### config.mk
export PLATFORM = sky130hd
export DESIGN_NAME = cnt_seq_ctrl_flat
export DESIGN_NICKNAME = d
export VERILOG_FILES = /design/src/rtl/cnt_seq_ctrl_if.sv /design/src/rtl/cnt_seq_ctrl.sv /design/src/flat_wrapper.sv
export SDC_FILE = /design/constraint.sdc
export NUM_CORES = 1
export LEC_CHECK = 0
export BUFFER_PORTS_ARGS = -buffer_cell sky130_fd_sc_hd__buf_2
export CELL_PAD_IN_SITES_DETAIL_PLACEMENT = 0
export CELL_PAD_IN_SITES_GLOBAL_PLACEMENT = 1
export CORE_ASPECT_RATIO = 1.2
export CORE_MARGIN = 2
export CORE_UTILIZATION = 34
export CTS_CLUSTER_SIZE = 25
export DETAILED_ROUTE_END_ITERATION = 12
export GPL_ROUTABILITY_DRIVEN = 0
export MAX_ROUTING_LAYER = met4
export PLACE_DENSITY = 0.83
export SETUP_SLACK_MARGIN = 0.5
export SYNTH_ARGS = -nofsm -noshare
export SYNTH_HDL_FRONTEND = slang
export SYNTH_SLANG_ARGS = --single-unit
### constraint.sdc
create_clock -name clk -period 2.4 [get_ports clk]
set_clock_uncertainty 0.1 [all_clocks]
set_input_delay 0.36 -clock clk [delete_from_list [all_inputs] [get_ports clk]]
set_output_delay 0.36 -clock clk [all_outputs]
set_load 0.05 [all_outputs]
### src/rtl/cnt_seq_ctrl_if.sv
// Command handshake between the test/control logic and the counter sequencer.
interface cnt_seq_ctrl_if #(
  parameter int P_BIT      = 4,
  parameter int P_WRAP_BIT = 8
);
  logic                  cmd_valid;
  logic                  cmd_ready;
  logic [P_BIT-1:0]      cmd_load;
  logic [P_WRAP_BIT-1:0] cmd_wraps;

  modport master (output cmd_valid, cmd_load, cmd_wraps, input cmd_ready);
  modport slave  (input cmd_valid, cmd_load, cmd_wraps, output cmd_ready);
endinterface

### src/rtl/cnt_seq_ctrl.sv
// Load/run sequencer for the P_BIT up-counter: loads a start value, runs for N wraps, reports done.
// Optional watchdog on a carry-less RUN phase is enabled by defining CNT_SEQ_CTRL_TIMEOUT_EN.
module cnt_seq_ctrl #(
  parameter int P_BIT      = 4,
  parameter int P_WRAP_BIT = 8
) (
  input  logic                  clk,
  input  logic                  resetn,
  cnt_seq_ctrl_if.slave         cmd,
  input  logic                  abort,
  output logic                  enable,
  output logic                  wenable,
  output logic [P_BIT-1:0]      wcount,
  input  logic                  carry,
  input  logic [P_BIT-1:0]      count,
  output logic                  busy,
  output logic                  done,
  output logic                  aborted,
  output logic [P_WRAP_BIT-1:0] wrap_cnt,
  output logic [P_BIT-1:0]      last_count
`ifdef CNT_SEQ_CTRL_TIMEOUT_EN
  ,
  output logic                  timeout
`endif
);

  localparam logic [1:0] S_IDLE = 2'd0;
  localparam logic [1:0] S_LOAD = 2'd1;
  localparam logic [1:0] S_RUN  = 2'd2;
  localparam logic [1:0] S_DONE = 2'd3;

  logic [1:0]            state_q, state_d;
  logic [P_WRAP_BIT-1:0] target_q, target_d;
  logic [P_BIT-1:0]      wcount_q, wcount_d;
  logic [P_WRAP_BIT-1:0] wrap_q, wrap_d;
  logic                  aborted_q, aborted_d;
  logic [P_BIT-1:0]      last_q, last_d;
  logic                  enable_q, wenable_q, busy_q, done_q;

`ifdef CNT_SEQ_CTRL_TIMEOUT_EN
  // Last watchdog value before the 2^(P_BIT+1)-th carry-less RUN cycle.
  localparam logic [P_BIT+1:0] WD_LAST = {2'b01, {P_BIT{1'b1}}};
  logic [P_BIT+1:0] wdog_q, wdog_d;
  logic             timeout_q, timeout_d;
`endif

  function automatic logic [P_WRAP_BIT-1:0] sat_inc(input logic [P_WRAP_BIT-1:0] v);
    return (v == {P_WRAP_BIT{1'b1}}) ? v : v + 1'b1;
  endfunction

  always_comb begin
    state_d   = state_q;
    target_d  = target_q;
    wcount_d  = wcount_q;
    wrap_d    = wrap_q;
    aborted_d = aborted_q;
`ifdef CNT_SEQ_CTRL_TIMEOUT_EN
    wdog_d    = wdog_q;
    timeout_d = timeout_q;
`endif
    case (state_q)
      S_IDLE: begin
        if (cmd.cmd_valid) begin
          target_d  = cmd.cmd_wraps;
          wcount_d  = cmd.cmd_load;
          wrap_d    = '0;
          aborted_d = 1'b0;
`ifdef CNT_SEQ_CTRL_TIMEOUT_EN
          timeout_d = 1'b0;
`endif
          state_d   = S_LOAD;
        end
      end
      S_LOAD: begin
`ifdef CNT_SEQ_CTRL_TIMEOUT_EN
        wdog_d = '0;
`endif
        if (abort) begin
          aborted_d = 1'b1;
          state_d   = S_DONE;
        end else if (target_q == '0) begin
          state_d = S_DONE;
        end else begin
          state_d = S_RUN;
        end
      end
      S_RUN: begin
        if (carry) wrap_d = sat_inc(wrap_q);
`ifdef CNT_SEQ_CTRL_TIMEOUT_EN
        wdog_d = carry ? '0 : wdog_q + 1'b1;
`endif
        // Abort has priority over the final carry, but that carry is still counted.
        if (abort) begin
          aborted_d = 1'b1;
          state_d   = S_DONE;
        end else if (carry && (wrap_q == target_q - 1'b1)) begin
          state_d = S_DONE;
`ifdef CNT_SEQ_CTRL_TIMEOUT_EN
        end else if (!carry && (wdog_q == WD_LAST)) begin
          aborted_d = 1'b1;
          timeout_d = 1'b1;
          state_d   = S_DONE;
`endif
        end
      end
      default: state_d = S_IDLE;
    endcase
    last_d = (state_d == S_DONE) ? count : last_q;
  end

  always_ff @(posedge clk) begin
    if (!resetn) begin
      state_q   <= S_IDLE;
      target_q  <= '0;
      wcount_q  <= '0;
      wrap_q    <= '0;
      aborted_q <= 1'b0;
      last_q    <= '0;
      enable_q  <= 1'b0;
      wenable_q <= 1'b0;
      busy_q    <= 1'b0;
      done_q    <= 1'b0;
`ifdef CNT_SEQ_CTRL_TIMEOUT_EN
      wdog_q    <= '0;
      timeout_q <= 1'b0;
`endif
    end else begin
      state_q   <= state_d;
      target_q  <= target_d;
      wcount_q  <= wcount_d;
      wrap_q    <= wrap_d;
      aborted_q <= aborted_d;
      last_q    <= last_d;
      enable_q  <= (state_d == S_RUN);
      wenable_q <= (state_d == S_LOAD);
      busy_q    <= (state_d == S_LOAD) || (state_d == S_RUN);
      done_q    <= (state_d == S_DONE);
`ifdef CNT_SEQ_CTRL_TIMEOUT_EN
      wdog_q    <= wdog_d;
      timeout_q <= timeout_d;
`endif
    end
  end

  assign cmd.cmd_ready = (state_q == S_IDLE);
  assign enable        = enable_q;
  assign wenable       = wenable_q;
  assign wcount        = wcount_q;
  assign busy          = busy_q;
  assign done          = done_q;
  assign aborted       = aborted_q;
  assign wrap_cnt      = wrap_q;
  assign last_count    = last_q;
`ifdef CNT_SEQ_CTRL_TIMEOUT_EN
  assign timeout       = timeout_q;
`endif

endmodule

### src/flat_wrapper.sv
// flat-port wrapper written by rule: the top's interface ports become plain ports
module cnt_seq_ctrl_flat 
#(
  parameter int P_BIT      = 4,
  parameter int P_WRAP_BIT = 8
)
  (clk, resetn, abort, enable, wenable, wcount, carry, count, busy, done, aborted, wrap_cnt, last_count, cmd_cmd_valid, cmd_cmd_load, cmd_cmd_wraps, cmd_cmd_ready);
  cnt_seq_ctrl_if #(.P_BIT(P_BIT), .P_WRAP_BIT(P_WRAP_BIT)) cmd_i ();
  input  logic clk;
  input  logic resetn;
  input  logic abort;
  output logic enable;
  output logic wenable;
  output logic [P_BIT-1:0] wcount;
  input  logic carry;
  input  logic [P_BIT-1:0] count;
  output logic busy;
  output logic done;
  output logic aborted;
  output logic [P_WRAP_BIT-1:0] wrap_cnt;
  output logic [P_BIT-1:0] last_count;
  input wire logic [$bits(cmd_i.cmd_valid)-1:0] cmd_cmd_valid;
  input wire logic [$bits(cmd_i.cmd_load)-1:0] cmd_cmd_load;
  input wire logic [$bits(cmd_i.cmd_wraps)-1:0] cmd_cmd_wraps;
  output wire logic [$bits(cmd_i.cmd_ready)-1:0] cmd_cmd_ready;
  assign cmd_i.cmd_valid = cmd_cmd_valid;
  assign cmd_i.cmd_load = cmd_cmd_load;
  assign cmd_i.cmd_wraps = cmd_cmd_wraps;
  assign cmd_cmd_ready = cmd_i.cmd_ready;
  cnt_seq_ctrl #(.P_BIT(P_BIT), .P_WRAP_BIT(P_WRAP_BIT)) u_core (.clk(clk), .resetn(resetn), .cmd(cmd_i), .abort(abort), .enable(enable), .wenable(wenable), .wcount(wcount), .carry(carry), .count(count), .busy(busy), .done(done), .aborted(aborted), .wrap_cnt(wrap_cnt), .last_count(last_count));
endmodule
After elaboration in Yosys (flattened, before gate mapping)

Cells that the tools add are included.

Reductions and logical operators: 10
$add $sub $neg: 2
Equality and inequality tests: 11
Mux-type cells: 13

Operators with widths:

| operator              | count |
|---|---|
| $mux W8               | 3 |
| $pmux W8 S2           | 1 |
| $add A8 B1 Y8 const B | 1 |
| $eq A8 B8 Y1          | 1 |
| $eq A8 B8 Y1 const B  | 1 |
| $logic_not A8 Y1      | 1 |
| $mux W2               | 4 |
| $sub A8 B1 Y8 const B | 1 |
| $eq A2 B2 Y1 const B  | 3 |
| $ne A2 B2 Y1 const B  | 3 |
| $pmux W2 S3           | 1 |
| $eq A2 B1 Y1 const B  | 2 |
| $reduce_and A4 Y1     | 1 |
| $reduce_bool A2 Y1    | 2 |
| $mux W1               | 3 |
| $reduce_and A3 Y1     | 1 |
| $logic_not A2 Y1      | 1 |
| $ne A2 B1 Y1 const B  | 1 |
| $pmux W1 S2           | 1 |
| $reduce_and A2 Y1     | 1 |
| $reduce_or A2 Y1      | 1 |
| $logic_and A1 B1 Y1   | 1 |
| $logic_or A1 B1 Y1    | 1 |

Register bits after elaboration: 31
Input bits: 21
Output and inout port bits: 22

Depth between registers and ports, before layout

Gate-level depths: netlist of the first run.

Word-level depth: 8
Gate-level depth with buffers: 13
Mapped depth without buffers: 11

Worst setup path after synthesis of the first run

No wires, ideal clock.

Path kind: flip-flop to flip-flop
From: register u_core.wrap_q[6], in the netlist u_core.wrap_cnt[6]
To: register u_core.last_q[0], in the netlist u_core.last_count[0]
Buffers on the path: 2
Slack: -10 ps
Clock period less this slack: 2410 ps
Library setup time: 117 ps
Arrival: 2193 ps
Stages on the path, launching flop included: 12
Cell sequence: dfxtp_1 clkbuf_1 nand2b_1 o21ai_0 a32oi_1 nand2_1 a31oi_1 inv_1 ha_1 clkbuf_1 mux2i_1 nor2b_1

Cells in the longest elaborated chain, start to end: 6

Ends and longest elaborated chain:

| item                   | RTL line            | RTL |
|---|---|---|
| start, declared        | cnt_seq_ctrl.sv:35  | `logic [P_WRAP_BIT-1:0] wrap_q, wrap_d;` |
| start signal, assigned | cnt_seq_ctrl.sv:131 | `wrap_q <= wrap_d;` |
| $eq A8 B8 Y1           | cnt_seq_ctrl.sv:96  | `end else if (carry && (wrap_q == target_q - 1'b1)) begin` |
| $logic_and A1 B1 Y1    | cnt_seq_ctrl.sv:96  |  |
| $mux W2                | cnt_seq_ctrl.sv:96  |  |
| $mux W2                | cnt_seq_ctrl.sv:93  | `if (abort) begin` |
| $pmux W2 S3            | cnt_seq_ctrl.sv:61  | `case (state_q)` |
| net u_core.state_d[0]  | cnt_seq_ctrl.sv:32  | `logic [1:0] state_q, state_d;` |
| $eq A2 B2 Y1           | cnt_seq_ctrl.sv:108 | `last_d = (state_d == S_DONE) ? count : last_q;` |
| end signal, assigned   | cnt_seq_ctrl.sv:133 | `last_q <= last_d;` |
| end, declared          | cnt_seq_ctrl.sv:37  | `logic [P_BIT-1:0] last_q, last_d;` |

The timed path passes the listed nets, and every way through them passes these cells.
A chain may end at the register's enable or synchronous reset.

Final worst setup path of the first run

From: register u_core.target_q[0]
To: register u_core.enable_q, in the netlist u_core.enable

Cells in the longest elaborated chain, start to end: 7
Elaborated cells on any way between the ends: 10
Classes of those cells: add/sub: 1; eq/ne: 2; mux: 5; reduce/logical: 2

Ends and longest elaborated chain:

| item                   | RTL line            | RTL |
|---|---|---|
| start, declared        | cnt_seq_ctrl.sv:33  | `logic [P_WRAP_BIT-1:0] target_q, target_d;` |
| start signal, assigned | cnt_seq_ctrl.sv:129 | `target_q <= target_d;` |
| $sub A8 B1 Y8          | cnt_seq_ctrl.sv:96  |  |
| $eq A8 B8 Y1           | cnt_seq_ctrl.sv:96  |  |
| $logic_and A1 B1 Y1    | cnt_seq_ctrl.sv:96  |  |
| $mux W2                | cnt_seq_ctrl.sv:96  |  |
| $mux W2                | cnt_seq_ctrl.sv:93  |  |
| $pmux W2 S3 (*)        | cnt_seq_ctrl.sv:61  |  |
| $eq A2 B2 Y1 (*)       | cnt_seq_ctrl.sv:134 | `enable_q <= (state_d == S_RUN);` |
| end signal, assigned   | cnt_seq_ctrl.sv:134 |  |
| end, declared          | cnt_seq_ctrl.sv:38  | `logic enable_q, wenable_q, busy_q, done_q;` |

Every way passes the cells marked *; elsewhere a longest branch is shown, timed or not.

==> reports/summary.log, run 1 <==
INFO  routing        detail_route.wirelength=3890microns
INFO  logic_synthesis compound_gate_portion_of_the_synthesized_area=0.142
INFO  logic_synthesis synth.cell_area=1630squm
INFO  logic_synthesis synth_adder_area_share=0.0847
INFO  global_route   grt_util_all_layers=0.169
INFO  outcome        status=finished clean
INFO  hold_path      min_delay_path_depth=3
INFO  logic_synthesis synth_mux_area_frac=0.0370
INFO  cells_and_area antenna_cells=0
INFO  global_route   wire_length_of_the_first_global_routing_pass=6760microns
INFO  sta            slew_violations=0
INFO  die            fp.dieW=67.1microns
INFO  cts            cts_max_path_buffers=2
INFO  logic_synthesis synth_ff_type=sky130_fd_sc_hd__dfxtp_1
INFO  sta            timing.final.setup_violations=0
INFO  sta            hold_viol=0
INFO  die            start_util=0.354
INFO  sta            final_period_util=0.867
INFO  routing        drt_pass1_iterations=5
INFO  cells_and_area final_layout_size_suffix_gt1_frac=0.456
INFO  routing        wl_per_cell=13.1microns
INFO  routing        final_antenna_net_count=0
INFO  cells_and_area syn_to_final_growth=42.1%
INFO  cts            clkSlewWorstSetupHoldPaths=70ps
INFO  setup_path     setup.worst_path.class=flop to flop
INFO  cts            cts_tree=done
INFO  logic_synthesis synth-xor-area-share=0.0808
INFO  sta            max_freq=0.480GHz
INFO  routing        route.detailed.vias_per_inst=4.89
INFO  cells_and_area fillcell_total=460
INFO  logic_synthesis synthDistinctLibCells=34
INFO  setup_path     critical_path_data_arrival_time=2160ps
INFO  die            die_height=79.7microns
INFO  setup_path     required=2480ps
INFO  placed_design  setup_slack_at_placement=156ps
INFO  global_route   maximum_number_of_pins_on_one_net_before_global_route_repair=25
INFO  logic_synthesis netlist_top_cells_count=sky130_fd_sc_hd__dfxtp_1 (31), sky130_fd_sc_hd__nand2_1 (30), sky130_fd_sc_hd__nor2_1 (13)
INFO  logic_synthesis synth-seq-area-share=0.382
INFO  cts            cts.htree.levels=2
INFO  placed_design  dp_hpwl=2720microns
INFO  logic_synthesis synth_edf_count=0
INFO  logic_synthesis synthesis.area_per_instance=8.74squm
INFO  die            core.rowCount=27
INFO  logic_synthesis synth-async-reset-ratio=0
INFO  sta            holdWs=220ps
INFO  cts            cts_inserted_buffers=5
INFO  cts            cts-hold-fix-buffers=0
INFO  logic_synthesis post_synth_inst_count=186
INFO  hold_path      hold_path.class=input port to flop
INFO  cts            cts.sinks=31
INFO  routing        drc_errors=0
INFO  sta            grt_setup_unrepaired=yes
INFO  logic_synthesis postSynthNetCount=218
INFO  power          peak_supply_drop=0.785mV
INFO  sta            timing.final.ws_setup=319ps
INFO  sta            tns=0ps
INFO  placed_design  portBuffers=42
INFO  logic_synthesis postSynthRegisterBits=31
INFO  cts            cts-root-buf=sky130_fd_sc_hd__clkbuf_8
INFO  setup_path     worstPathMaxFanout=8
INFO  job            cap_viol_max_count=0
INFO  die            core_area=4590squm
INFO  global_route   grt.overflow.total=0
INFO  logic_synthesis synthTopCellsByArea=sky130_fd_sc_hd__dfxtp_1 (38%), sky130_fd_sc_hd__ha_1 (8.5%), sky130_fd_sc_hd__nand2_1 (6.9%), sky130_fd_sc_hd__a21boi_0 (5.5%), sky130_fd_sc_hd__xor2_1 (4.3%)
INFO  power          leakage=0.973nW
INFO  sta            maxSlewHeadroom=0.610
INFO  die            ios=43
INFO  logic_synthesis yosys.cell_count.top_type=sky130_fd_sc_hd__dfxtp_1
INFO  routing        total_via_count_in_the_routed_design=1453
INFO  routing        first_iter_violations=43
INFO  setup_path     crit_path_start_kind=flop
INFO  cells_and_area layout.core_utilization=0.503
INFO  cells_and_area final_cells=297
INFO  setup_path     worst-r2r-cell-count=11
INFO  sta            least_margin_pin_slew=581ps
INFO  sta            layout_min_cycle_time=2080ps
INFO  logic_synthesis synth_top_family_by_area=simple AND/OR/NAND/NOR gates
INFO  logic_synthesis yosys.area_share.simple=0.237
INFO  setup_path     worstSetupEndpointType=flop
INFO  power          power_per_cell_area=1260nW/um^2
INFO  cells_and_area nets=270
INFO  global_route   vias_in_the_first_global_route=1481
INFO  die            dieArea=5350squm
INFO  placed_design  dp_cells=279
INFO  logic_synthesis synth_top_area_share=0.382
INFO  logic_synthesis synth.yosys.warnings=0
INFO  cts            clk-insertion-delay-late=280ps
INFO  global_route   grt_antenna_before_repair=0
INFO  logic_synthesis synth_area_leader_cell=sky130_fd_sc_hd__dfxtp_1
==> kinds of logic (layout without fill, tap and decap cells) <==
family                     after synthesis  in the layout
and+or+nand+nor                         75             75
AOI/OAI and AO/OA                       32             32
DFF                                     31             31
buffers and inverters                   16             69
xor gates and xnor gates                15             15
adders and majority gates               11             11
muxes                                    6              6
==> registers in the layout (all words and copies together) (netlist names) <==
signal / flops
u_core.enable: 1
u_core.done: 1
u_core.target_q: 8
u_core.wrap_cnt: 8
u_core.wenable: 1
u_core.aborted: 1
u_core.wcount: 4
u_core.last_count: 4
u_core.state_q: 2
u_core.busy: 1
==> metal layers <==
| layer | vias to the layer above | track usage | share of wire |
|---|---|---|---|
| met2 | 35 | 0.277 | 0.51 |
| met1 | 680 | 0.207 | 0.44 |
| li1 | 732 | - | - |
| met4 | 0 | 0.0551 | 0.014 |
| met5 | - | - | 0 |
| met3 | 6 | 0.0339 | 0.036 |
==> power by group <==
part           switching [mW]  internal, mW  leakage (nW)  total, mW
logic                    1.01         0.744         0.665       1.75
clock network           0.191         0.198        0.0477      0.389
registers               0.123         0.654         0.261      0.777
==> layout make-up <==
cell class                      count  area (sq um)  area share
Clock buffer                        5          68.8      0.0298
Sequential cell                    31           651       0.282
Multi-Input combinational cell    139          1150       0.498
Timing Repair Buffer               54           319       0.138
Clock inverter                      3          15.0     0.00650
Tap cell                           58          72.6      0.0314
Inverter                            7          33.8      0.0146
==> timing repair <==
action,4_1_cts,5_1_grt
setup buffers,7,3
gates resized for setup,16,22
setup endpoints to repair,12,17
hold endpoints to repair,0,0
pin swaps,11,11
==> layout by cell type, fill, tap and decap left out, types with 3 or more instances in the layout <==
| master | netlist | layout |
|---|---|---|
| sky130_fd_sc_hd__a21boi_0 | 12 | 12 |
| sky130_fd_sc_hd__a21oi_1 | 6 | 5 |
| sky130_fd_sc_hd__and2_1 | 6 | 5 |
| sky130_fd_sc_hd__buf_2 | 0 | 42 |
| sky130_fd_sc_hd__buf_4 | 0 | 7 |
| sky130_fd_sc_hd__buf_6 | 0 | 5 |
| sky130_fd_sc_hd__clkbuf_8 | 0 | 5 |
| sky130_fd_sc_hd__clkinv_2 | 0 | 3 |
| sky130_fd_sc_hd__dfxtp_1 | 31 | 17 |
| sky130_fd_sc_hd__dfxtp_2 | 0 | 9 |
| sky130_fd_sc_hd__dfxtp_4 | 0 | 5 |
| sky130_fd_sc_hd__ha_1 | 11 | 3 |
| sky130_fd_sc_hd__ha_4 | 0 | 6 |
| sky130_fd_sc_hd__inv_2 | 0 | 3 |
| sky130_fd_sc_hd__mux2i_1 | 6 | 6 |
| sky130_fd_sc_hd__nand2_1 | 30 | 29 |
| sky130_fd_sc_hd__nand4_1 | 5 | 5 |
| sky130_fd_sc_hd__nor2_1 | 13 | 10 |
| sky130_fd_sc_hd__nor2b_1 | 7 | 7 |
| sky130_fd_sc_hd__o21ai_0 | 6 | 3 |
| sky130_fd_sc_hd__o21ai_1 | 1 | 3 |
| sky130_fd_sc_hd__xnor2_1 | 7 | 4 |
| sky130_fd_sc_hd__xnor2_2 | 0 | 3 |
| sky130_fd_sc_hd__xor2_1 | 8 | 6 |
==> critical path: stages, from the launching register on <==
cell                      delay, ps
sky130_fd_sc_hd__dfxtp_4        370
sky130_fd_sc_hd__inv_4           40
sky130_fd_sc_hd__ha_4           190
sky130_fd_sc_hd__xor2_2         180
sky130_fd_sc_hd__nor4b_2        240
sky130_fd_sc_hd__a32oi_1         90
sky130_fd_sc_hd__nand2_1        130
sky130_fd_sc_hd__a31oi_4        100
sky130_fd_sc_hd__buf_4          150
sky130_fd_sc_hd__buf_6          110
sky130_fd_sc_hd__ha_4           140
sky130_fd_sc_hd__and2_4         140
==> path summary, 6_finish.rpt <==
path	startpoint	to	slack, ps
worst max-delay path	u_core.target_q[0]	u_core.enable	320
worst min register to register	u_core.wcount[0]	u_core.wcount[0]	360
worst min-delay path	cmd_cmd_load[3]	u_core.wcount[3]	220
worst max register to register	u_core.target_q[0]	u_core.enable	320
==> through the flow <==
| step | cell area (sq um) | power [mW] |
|---|---|---|
| final | 2310 | 2.92 |
| after global routing | 2310 | 3.17 |
| after CTS | 2180 | 2.75 |
| after detailed placement | 1990 | 2.18 |
| after global placement | 1990 | 2.18 |
| after floorplan | 1750 | 1.92 |
Note: power is estimated with default switching activity, not from simulation.
==> run 2, diff against run 1 <==
--- a/config.mk
+++ b/config.mk
@@ -10,12 +10,13 @@
 export CELL_PAD_IN_SITES_GLOBAL_PLACEMENT = 1
 export CORE_ASPECT_RATIO = 1.2
 export CORE_MARGIN = 2
-export CORE_UTILIZATION = 34
+export CORE_UTILIZATION = 40
+export CTS_BUF_LIST = sky130_fd_sc_hd__clkbuf_8
 export CTS_CLUSTER_SIZE = 25
 export DETAILED_ROUTE_END_ITERATION = 12
 export GPL_ROUTABILITY_DRIVEN = 0
 export MAX_ROUTING_LAYER = met4
-export PLACE_DENSITY = 0.83
+export PLACE_DENSITY = 0.91
 export SETUP_SLACK_MARGIN = 0.5
 export SYNTH_ARGS = -nofsm -noshare
 export SYNTH_HDL_FRONTEND = slang
==> constraint.sdc (replaced) <==
create_clock -name clk -period 1.92 [get_ports clk]
set_clock_uncertainty 0.1 [all_clocks]
set_input_delay 0.288 -clock clk [delete_from_list [all_inputs] [get_ports clk]]
set_output_delay 0.288 -clock clk [all_outputs]
set_load 0.05 [all_outputs]
==> run 2 against run 1 <==
The flow now finishes with violations (setup timing). First-iteration DRC count is 30% higher. Worst hold slack worse by 89 ps. Wire length is 11% higher. Clock power is 71% higher. Sequential power is 24% higher.
==> reports/summary.log, run 2 (same netlist as run 1, synthesis figures left out) <==
INFO  outcome        status=finished with violations
INFO  outcome        failed_checks=setup timing
INFO  die            start_util=0.416 [+0.0619]
INFO  routing        detail_route.wirelength=4320microns [+11%]
INFO  setup_path     crit_path_start_kind=flop
INFO  power          peak_supply_drop=1.45mV [+85%]
INFO  cells_and_area syn_to_final_growth=58.4%
INFO  sta            layout_min_cycle_time=2050ps [-28.0 ps]
INFO  routing        first_iter_violations=56 [+30%]
INFO  routing        wl_per_cell=13.6microns [+3.6%]
INFO  die            fp.dieW=62.2microns [-7.3%]
INFO  routing        drc_errors=0 [unchanged]
INFO  global_route   grt.overflow.total=0 [unchanged]
INFO  cts            cts_max_path_buffers=2 [unchanged]
INFO  power          comb_power_share=0.619 [+0.018]
INFO  cts            cts_tree=done
INFO  setup_path     crit_slowest_cell=sky130_fd_sc_hd__dfxtp_4
INFO  sta            tns=-982ps [-982 ps]
INFO  cells_and_area leading_cell_type_in_the_layout_fill_and_taps_excluded=sky130_fd_sc_hd__buf_2
INFO  routing        final_antenna_net_count=0 [unchanged]
INFO  setup_path     cpMostUsedCell=sky130_fd_sc_hd__ha_4
INFO  power          total_power=4.28mW [+47%]
INFO  cells_and_area antenna_cells=0 [unchanged]
INFO  die            core.rowCount=25 [-7.4%]
INFO  sta            least_margin_pin_slew=395ps [-186 ps]
INFO  placed_design  dp_hpwl=2830microns [+4.0%]
INFO  cts            cts_inserted_buffers=5 [unchanged]
INFO  sta            final_period_util=1.07 [+0.202]
INFO  power          switching_share=0.416 [-0.0382]
INFO  routing        total_via_count_in_the_routed_design=1565 [+7.7%]
INFO  placed_design  portBuffers=42 [unchanged]
INFO  global_route   grt_antenna_before_repair=0 [unchanged]
INFO  sta            slew_violations=0 [unchanged]
INFO  power          share_seq_of_total_power=0.225 [-0.041]
INFO  routing        route.detailed.vias_per_inst=4.92 [+0.60%]
INFO  routing        maxUsedRoutingLayer=met4
INFO  placed_design  setup_slack_at_placement=-246ps [-402 ps]
INFO  setup_path     critical-path-top-delay-family=compound AO/OA/AOI/OAI gates
INFO  sta            max_freq=0.487GHz [+1.4%]
INFO  die            die_height=73.8microns [-7.4%]
INFO  placed_design  dpl_cell_area=2160squm [+8.6%]
INFO  setup_path     setup.worst_path.class=flop to flop
INFO  setup_path     critPathBufInv=4 [+1]
INFO  setup_path     critical_path.cell_chain=inv_4 -> ha_4 -> buf_12 -> xor2_1 -> nor2_1 -> a21oi_1 -> o21ai_2 -> a31oi_2 -> inv_2 -> buf_6 -> ha_4 -> and2_4
INFO  global_route   maximum_number_of_pins_on_one_net_before_global_route_repair=17 [-32%]
INFO  global_route   grt_util_all_layers=0.192 [+0.0224]
INFO  routing        drt_pass1_iterations=4 [-1]
INFO  cts            clkSlewWorstSetupHoldPaths=70ps [about the same]
INFO  power          leakage=1.13nW [+16%]
INFO  cts            cts.sinks=31 [unchanged]
INFO  sta            timing.final.ws_setup=-133ps [-452 ps]
INFO  routing        route.met3.wl=143microns [+1.4%]
INFO  cells_and_area final_area=2570squm [+11%]
INFO  cells_and_area final_layout_size_suffix_gt1_frac=0.523 [+0.0667]
INFO  cts            cts-root-buf=sky130_fd_sc_hd__clkbuf_8
INFO  power          power_report.internal_total=2.50mW [+57%]
INFO  die            ios=43 [unchanged]
INFO  setup_path     worstSetupEndpointType=flop
INFO  setup_path     worstPathMaxFanout=5 [-3]
INFO  cells_and_area layout_common_cells=sky130_fd_sc_hd__buf_2 (38), sky130_fd_sc_hd__buf_4 (31), sky130_fd_sc_hd__nand2_1 (28), sky130_fd_sc_hd__dfxtp_1 (16)
INFO  cts            cts.htree.levels=2 [unchanged]
INFO  power          power_switching=1.78mW [+34%]
INFO  sta            hold_viol=0 [unchanged]
INFO  cells_and_area nets=295 [+9.3%]
INFO  cts            cts-hold-fix-buffers=0 [unchanged]
INFO  sta            grt_setup_unrepaired=yes
INFO  job            cap_viol_max_count=0 [unchanged]
INFO  routing        wl_met2=2250microns [+13%]
INFO  sta            timing.final.setup_violations=10 [+10]
INFO  global_route   wire_length_of_the_first_global_routing_pass=6710microns [-0.83%]
INFO  hold_path      hold_path.class=input port to flop
INFO  die            core_area=3910squm [-15%]
INFO  setup_path     critical_path_data_arrival_time=2130ps [-30 ps]
INFO  sta            maxSlewHeadroom=0.737 [+0.127]
INFO  setup_path     critPathMaxStageDelay=360ps [about the same]
INFO  routing        detail_route.wirelength.met1=1830microns [+7.5%]
INFO  global_route   vias_in_the_first_global_route=1521 [+2.7%]
INFO  cts            clk-insertion-delay-late=280ps [about the same]
INFO  cells_and_area fillcell_total=321 [-30%]
INFO  setup_path     required=2000ps [-480 ps]
INFO  power          power_per_cell_area=1660nW/um^2 [+32%]
INFO  die            dieArea=4590squm [-14%]
INFO  power          proportion_of_power_drawn_by_the_clock_network=0.155 [+0.022]
## run 2: cell type report
class	instances	area, sq um	share of cell area
Tap cell	54	67.6	0.0263
Clock inverter	2	35.0	0.0136
Inverter	7	33.8	0.0131
Sequential cell	31	657	0.255
Multi-Input combinational cell	139	1140	0.445
Clock buffer	6	82.6	0.0321
Timing Repair Buffer	79	553	0.215
## run 2: worst reg2reg max path, stage by stage (launching register included)
cell and delay, ps:
sky130_fd_sc_hd__dfxtp_4 360, sky130_fd_sc_hd__inv_4 60, sky130_fd_sc_hd__ha_4 170, sky130_fd_sc_hd__buf_12 110, sky130_fd_sc_hd__xor2_1 140, sky130_fd_sc_hd__nor2_1 50
sky130_fd_sc_hd__a21oi_1 150, sky130_fd_sc_hd__o21ai_2 90, sky130_fd_sc_hd__a31oi_2 240, sky130_fd_sc_hd__inv_2 80, sky130_fd_sc_hd__buf_6 130, sky130_fd_sc_hd__ha_4 150
sky130_fd_sc_hd__and2_4 120
## run 2: worst paths after layout
check | slack (ps) | depth (start not counted) | start | end
max | -130 | 12 | u_core.target_q[0] | u_core.wenable
min | 130 | 3 | cmd_cmd_wraps[4] | u_core.target_q[4]
max reg2reg | -130 | 12 | u_core.target_q[0] | u_core.wenable
min reg2reg | 360 | 2 | u_core.wcount[0] | u_core.wcount[0]
## run 2: metal layers
metal | up-vias | track usage
met5 | - | -
met4 | 0 | 0.0938
met3 | 9 | 0.0444
met2 | 42 | 0.335
met1 | 728 | 0.208
li1 | 786 | -
## run 2: power by group through the flow
stage	clock network (mW)	registers, mW	logic, mW
floorplan	0	1.29	1.12
global placement	0	0.956	1.94
detailed placement	0	0.954	1.98
CTS	0.680	0.949	2.36
global route	0.703	0.985	2.83
finish	0.665	0.966	2.65
## run 2: repair_timing
item | 4_1_cts | 5_1_grt
gates resized for setup | 30 | 30
pin swaps | 22 | 10
endpoints found under the setup margin | 23 | 33
buffers inserted | 7 | 5
## run 2: metrics by stage
| step | hold WS [ps] | std cells | utilization |
|---|---|---|---|
| after global routing | 135 | 318 | 0.658 |
| after floorplan | 322 | 186 | - |
| after detailed placement | 358 | 298 | 0.552 |
| after global placement | 350 | 298 | 0.552 |
| final | 131 | 318 | 0.658 |
| after CTS | 140 | 313 | 0.628 |
==> run 3, diff against run 2 <==
--- a/config.mk
+++ b/config.mk
@@ -9,7 +9,7 @@
 export CELL_PAD_IN_SITES_DETAIL_PLACEMENT = 0
 export CELL_PAD_IN_SITES_GLOBAL_PLACEMENT = 1
 export CORE_ASPECT_RATIO = 1.2
-export CORE_MARGIN = 2
+export CORE_MARGIN = 8
 export CORE_UTILIZATION = 40
 export CTS_BUF_LIST = sky130_fd_sc_hd__clkbuf_8
 export CTS_CLUSTER_SIZE = 25
==> run 3 against run 2 <==
The flow still finishes with violations (setup timing). Worst setup slack worse by 20 ps. Worst hold slack better by 14 ps. Clock-buffer cell count down 1. Power down 7.3%. Wire length up 3.8%.
==> reports/summary.log, run 3 (same netlist as run 1, synthesis figures left out) <==
INFO  cts            cts_tree=done
INFO  setup_path     worst-r2r-cell-count=10 [-2]
INFO  global_route   grt_util_all_layers=0.151 [-0.0405]
INFO  sta            layout_min_cycle_time=2070ps [+20.5 ps]
INFO  setup_path     critPathMaxStageDelay=320ps [-40 ps]
INFO  cts            clkSlewWorstSetupHoldPaths=70ps [about the same]
INFO  sta            hold_viol=0 [unchanged]
INFO  global_route   vias_in_the_first_global_route=1646 [+8.2%]
INFO  outcome        failed_checks=setup timing
INFO  cells_and_area layout.core_utilization=0.645 [-0.0128]
INFO  setup_path     worstSetupEndpointType=flop
INFO  hold_path      min_delay_path_depth=3 [unchanged]
INFO  routing        total_via_count_in_the_routed_design=1554 [-0.70%]
INFO  outcome        status=finished with violations
INFO  cts            cts-hold-fix-buffers=0 [unchanged]
INFO  setup_path     worstPathMaxFanout=4 [-1]
INFO  global_route   grt.overflow.total=0 [unchanged]
INFO  die            ios=43 [unchanged]
INFO  die            core_area=3910squm [unchanged]
INFO  placed_design  dp_hpwl=3270microns [+16%]
INFO  routing        first_iter_violations=68 [+21%]
INFO  cells_and_area fillcell_total=333 [+3.7%]
INFO  cts            cts.sinks=31 [unchanged]
INFO  setup_path     setup.worst_path.class=flop to flop
INFO  sta            timing.final.setup_violations=10 [unchanged]
INFO  hold_path      hold_path.class=input port to flop
INFO  placed_design  dp_cells=300 [+0.67%]
INFO  sta            timing.final.ws_setup=-154ps [-20.5 ps]
INFO  placed_design  portBuffers=42 [unchanged]
INFO  cts            clk-insertion-delay-late=290ps [about the same]
INFO  sta            slew_violations=0 [unchanged]
INFO  global_route   maximum_number_of_pins_on_one_net_before_global_route_repair=16 [-1]
INFO  setup_path     critical_path_data_arrival_time=2160ps [+30 ps]
INFO  cells_and_area area.sequential=654squm [-0.38%]
INFO  sta            maxSlewHeadroom=0.750 [+0.0136]
INFO  setup_path     critical-path-top-delay-family=simple AND/OR/NAND/NOR gates
INFO  cts            cts.htree.levels=2 [unchanged]
INFO  die            fp.dieW=74.2microns [+19%]
INFO  job            cap_viol_max_count=0 [unchanged]
INFO  global_route   wire_length_of_the_first_global_routing_pass=7260microns [+8.2%]
INFO  setup_path     crit_slowest_cell=sky130_fd_sc_hd__dfxtp_2
INFO  routing        route.detailed.vias_per_inst=4.90 [-0.39%]
INFO  cells_and_area leading_cell_type_in_the_layout_fill_and_taps_excluded=sky130_fd_sc_hd__buf_2
INFO  setup_path     critical_path.cell_chain=buf_4 -> nor2_2 -> nand3b_1 -> xnor2_1 -> nor4_2 -> a31oi_2 -> inv_2 -> ha_4 -> mux2i_1 -> nor2b_1
INFO  sta            max_freq=0.482GHz [-0.99%]
INFO  routing        drc_errors=0 [unchanged]
INFO  sta            grt_setup_unrepaired=yes
INFO  die            core.rowCount=25 [unchanged]
INFO  cells_and_area nets=294 [-0.34%]
INFO  routing        drt_pass1_iterations=4 [unchanged]
INFO  cells_and_area final_layout_size_suffix_gt1_frac=0.570 [+0.0476]
INFO  setup_path     crit_path_start_kind=flop
INFO  cts            cts-root-buf=sky130_fd_sc_hd__clkbuf_8
INFO  routing        wl_per_cell=14.1microns [+4.1%]
INFO  cells_and_area multi_input_area=1170squm [+1.9%]
INFO  power          leakage=1.10nW [-2.5%]
INFO  cts            cts_max_path_buffers=2 [unchanged]
INFO  die            dieArea=6370squm [+39%]
INFO  cells_and_area layout_common_cells=sky130_fd_sc_hd__buf_2 (39), sky130_fd_sc_hd__buf_4 (32), sky130_fd_sc_hd__nand2_1 (17), sky130_fd_sc_hd__dfxtp_1 (16), sky130_fd_sc_hd__nand2_2 (13)
INFO  cells_and_area final_cells=317 [-0.31%]
INFO  sta            final_period_util=1.08 [+0.0107]
INFO  setup_path     critPathBufInv=2 [-2]
INFO  sta            least_margin_pin_slew=375ps [-20.4 ps]
INFO  power          peak_supply_drop=1.14mV [-22%]
INFO  setup_path     worst-path-stages=10 [-2]
INFO  cells_and_area syn_to_final_growth=55.3%
INFO  power          total_power=3.97mW [-7.3%]
INFO  routing        detail_route.wirelength=4480microns [+3.8%]
INFO  cells_and_area antenna_cells=0 [unchanged]
INFO  die            die_height=85.8microns [+16%]
INFO  routing        final_antenna_net_count=0 [unchanged]
INFO  cts            cts_inserted_buffers=5 [unchanged]
INFO  power          power_per_cell_area=1570nW/um^2 [-5.4%]
INFO  die            start_util=0.416 [unchanged]
INFO  setup_path     required=2000ps [about the same]
INFO  global_route   grt_antenna_before_repair=0 [unchanged]
run 3: cell types whose count changed in the layout (fill, tap and decap cells not counted), sizes merged:
cell,delta
clkbuf,-2
bufinv,-1
clkinv,+2
run 3: path summary, 6_finish.rpt:
| kind | from | endpoint | slack (ps) |
|---|---|---|---|
| hold reg to reg | u_core.wcount[1] | u_core.wcount[1] | 350 |
| setup / recovery | u_core.target_q[1] | u_core.last_count[2] | -150 |
| setup reg to reg | u_core.target_q[1] | u_core.last_count[2] | -150 |
| hold / removal | cmd_cmd_load[3] | u_core.wcount[3] | 150 |
run 3: routing by layer:
| layer | up-vias | wire [microns] | share of wire | GRT usage |
|---|---|---|---|---|
| met5 | - | 0 | 0 | - |
| met4 | 0 | 153 | 0.034 | 0.107 |
| met3 | 11 | 184 | 0.041 | 0.0455 |
| met2 | 33 | 2330 | 0.52 | 0.240 |
| met1 | 736 | 1820 | 0.41 | 0.154 |
| li1 | 774 | - | - | - |
run 3: timing repair:
item	CTS	global route
setup buffers	4	5
resized for setup	36	35
pin swaps	16	35
endpoints found under the setup margin	32	18
endpoints found under the hold margin	0	0
run 3: area by class of cell:
class,instances,share of cell area
flip-flops and latches,31,0.259
multi-input cells,139,0.462
clock inverters,3,0.00595
inverters,7,0.0134
clock buffers,5,0.0273
repair buffers,78,0.205
well taps,54,0.0268
run 3: per-stage QoR:
| step | hold slack, ps | cell area [sq um] | setup slack [ps] | setup TNS [ps] |
|---|---|---|---|---|
| 2_1_floorplan | 322 | 1760 | -232 | -1100 |
| 3_5_place_dp | 353 | 2170 | -245 | -1420 |
| 3_3_place_gp | 349 | 2170 | -171 | -963 |
| 5_1_grt | 139 | 2520 | -342 | -2390 |
| 6_report | 145 | 2520 | -154 | -983 |
| 4_1_cts | 128 | 2410 | -112 | -571 |
run 3: where the power goes:
group          switching, mW  leakage (nW)  total (mW)  internal (mW)
clock                  0.244        0.0477       0.491          0.247
combinational           1.33         0.789        2.51           1.18
sequential             0.144         0.262       0.966          0.823
total                   1.72          1.10        3.97           2.25
run 3: worst min-delay path: cells and delay by family:
| family | cells | cell delay [ps] |
|---|---|---|
| buffers and inverters | 1 | 100 |
| and+or+nand+nor | 1 | 50 |
| AOI/OAI and AO/OA | 1 | 50 |
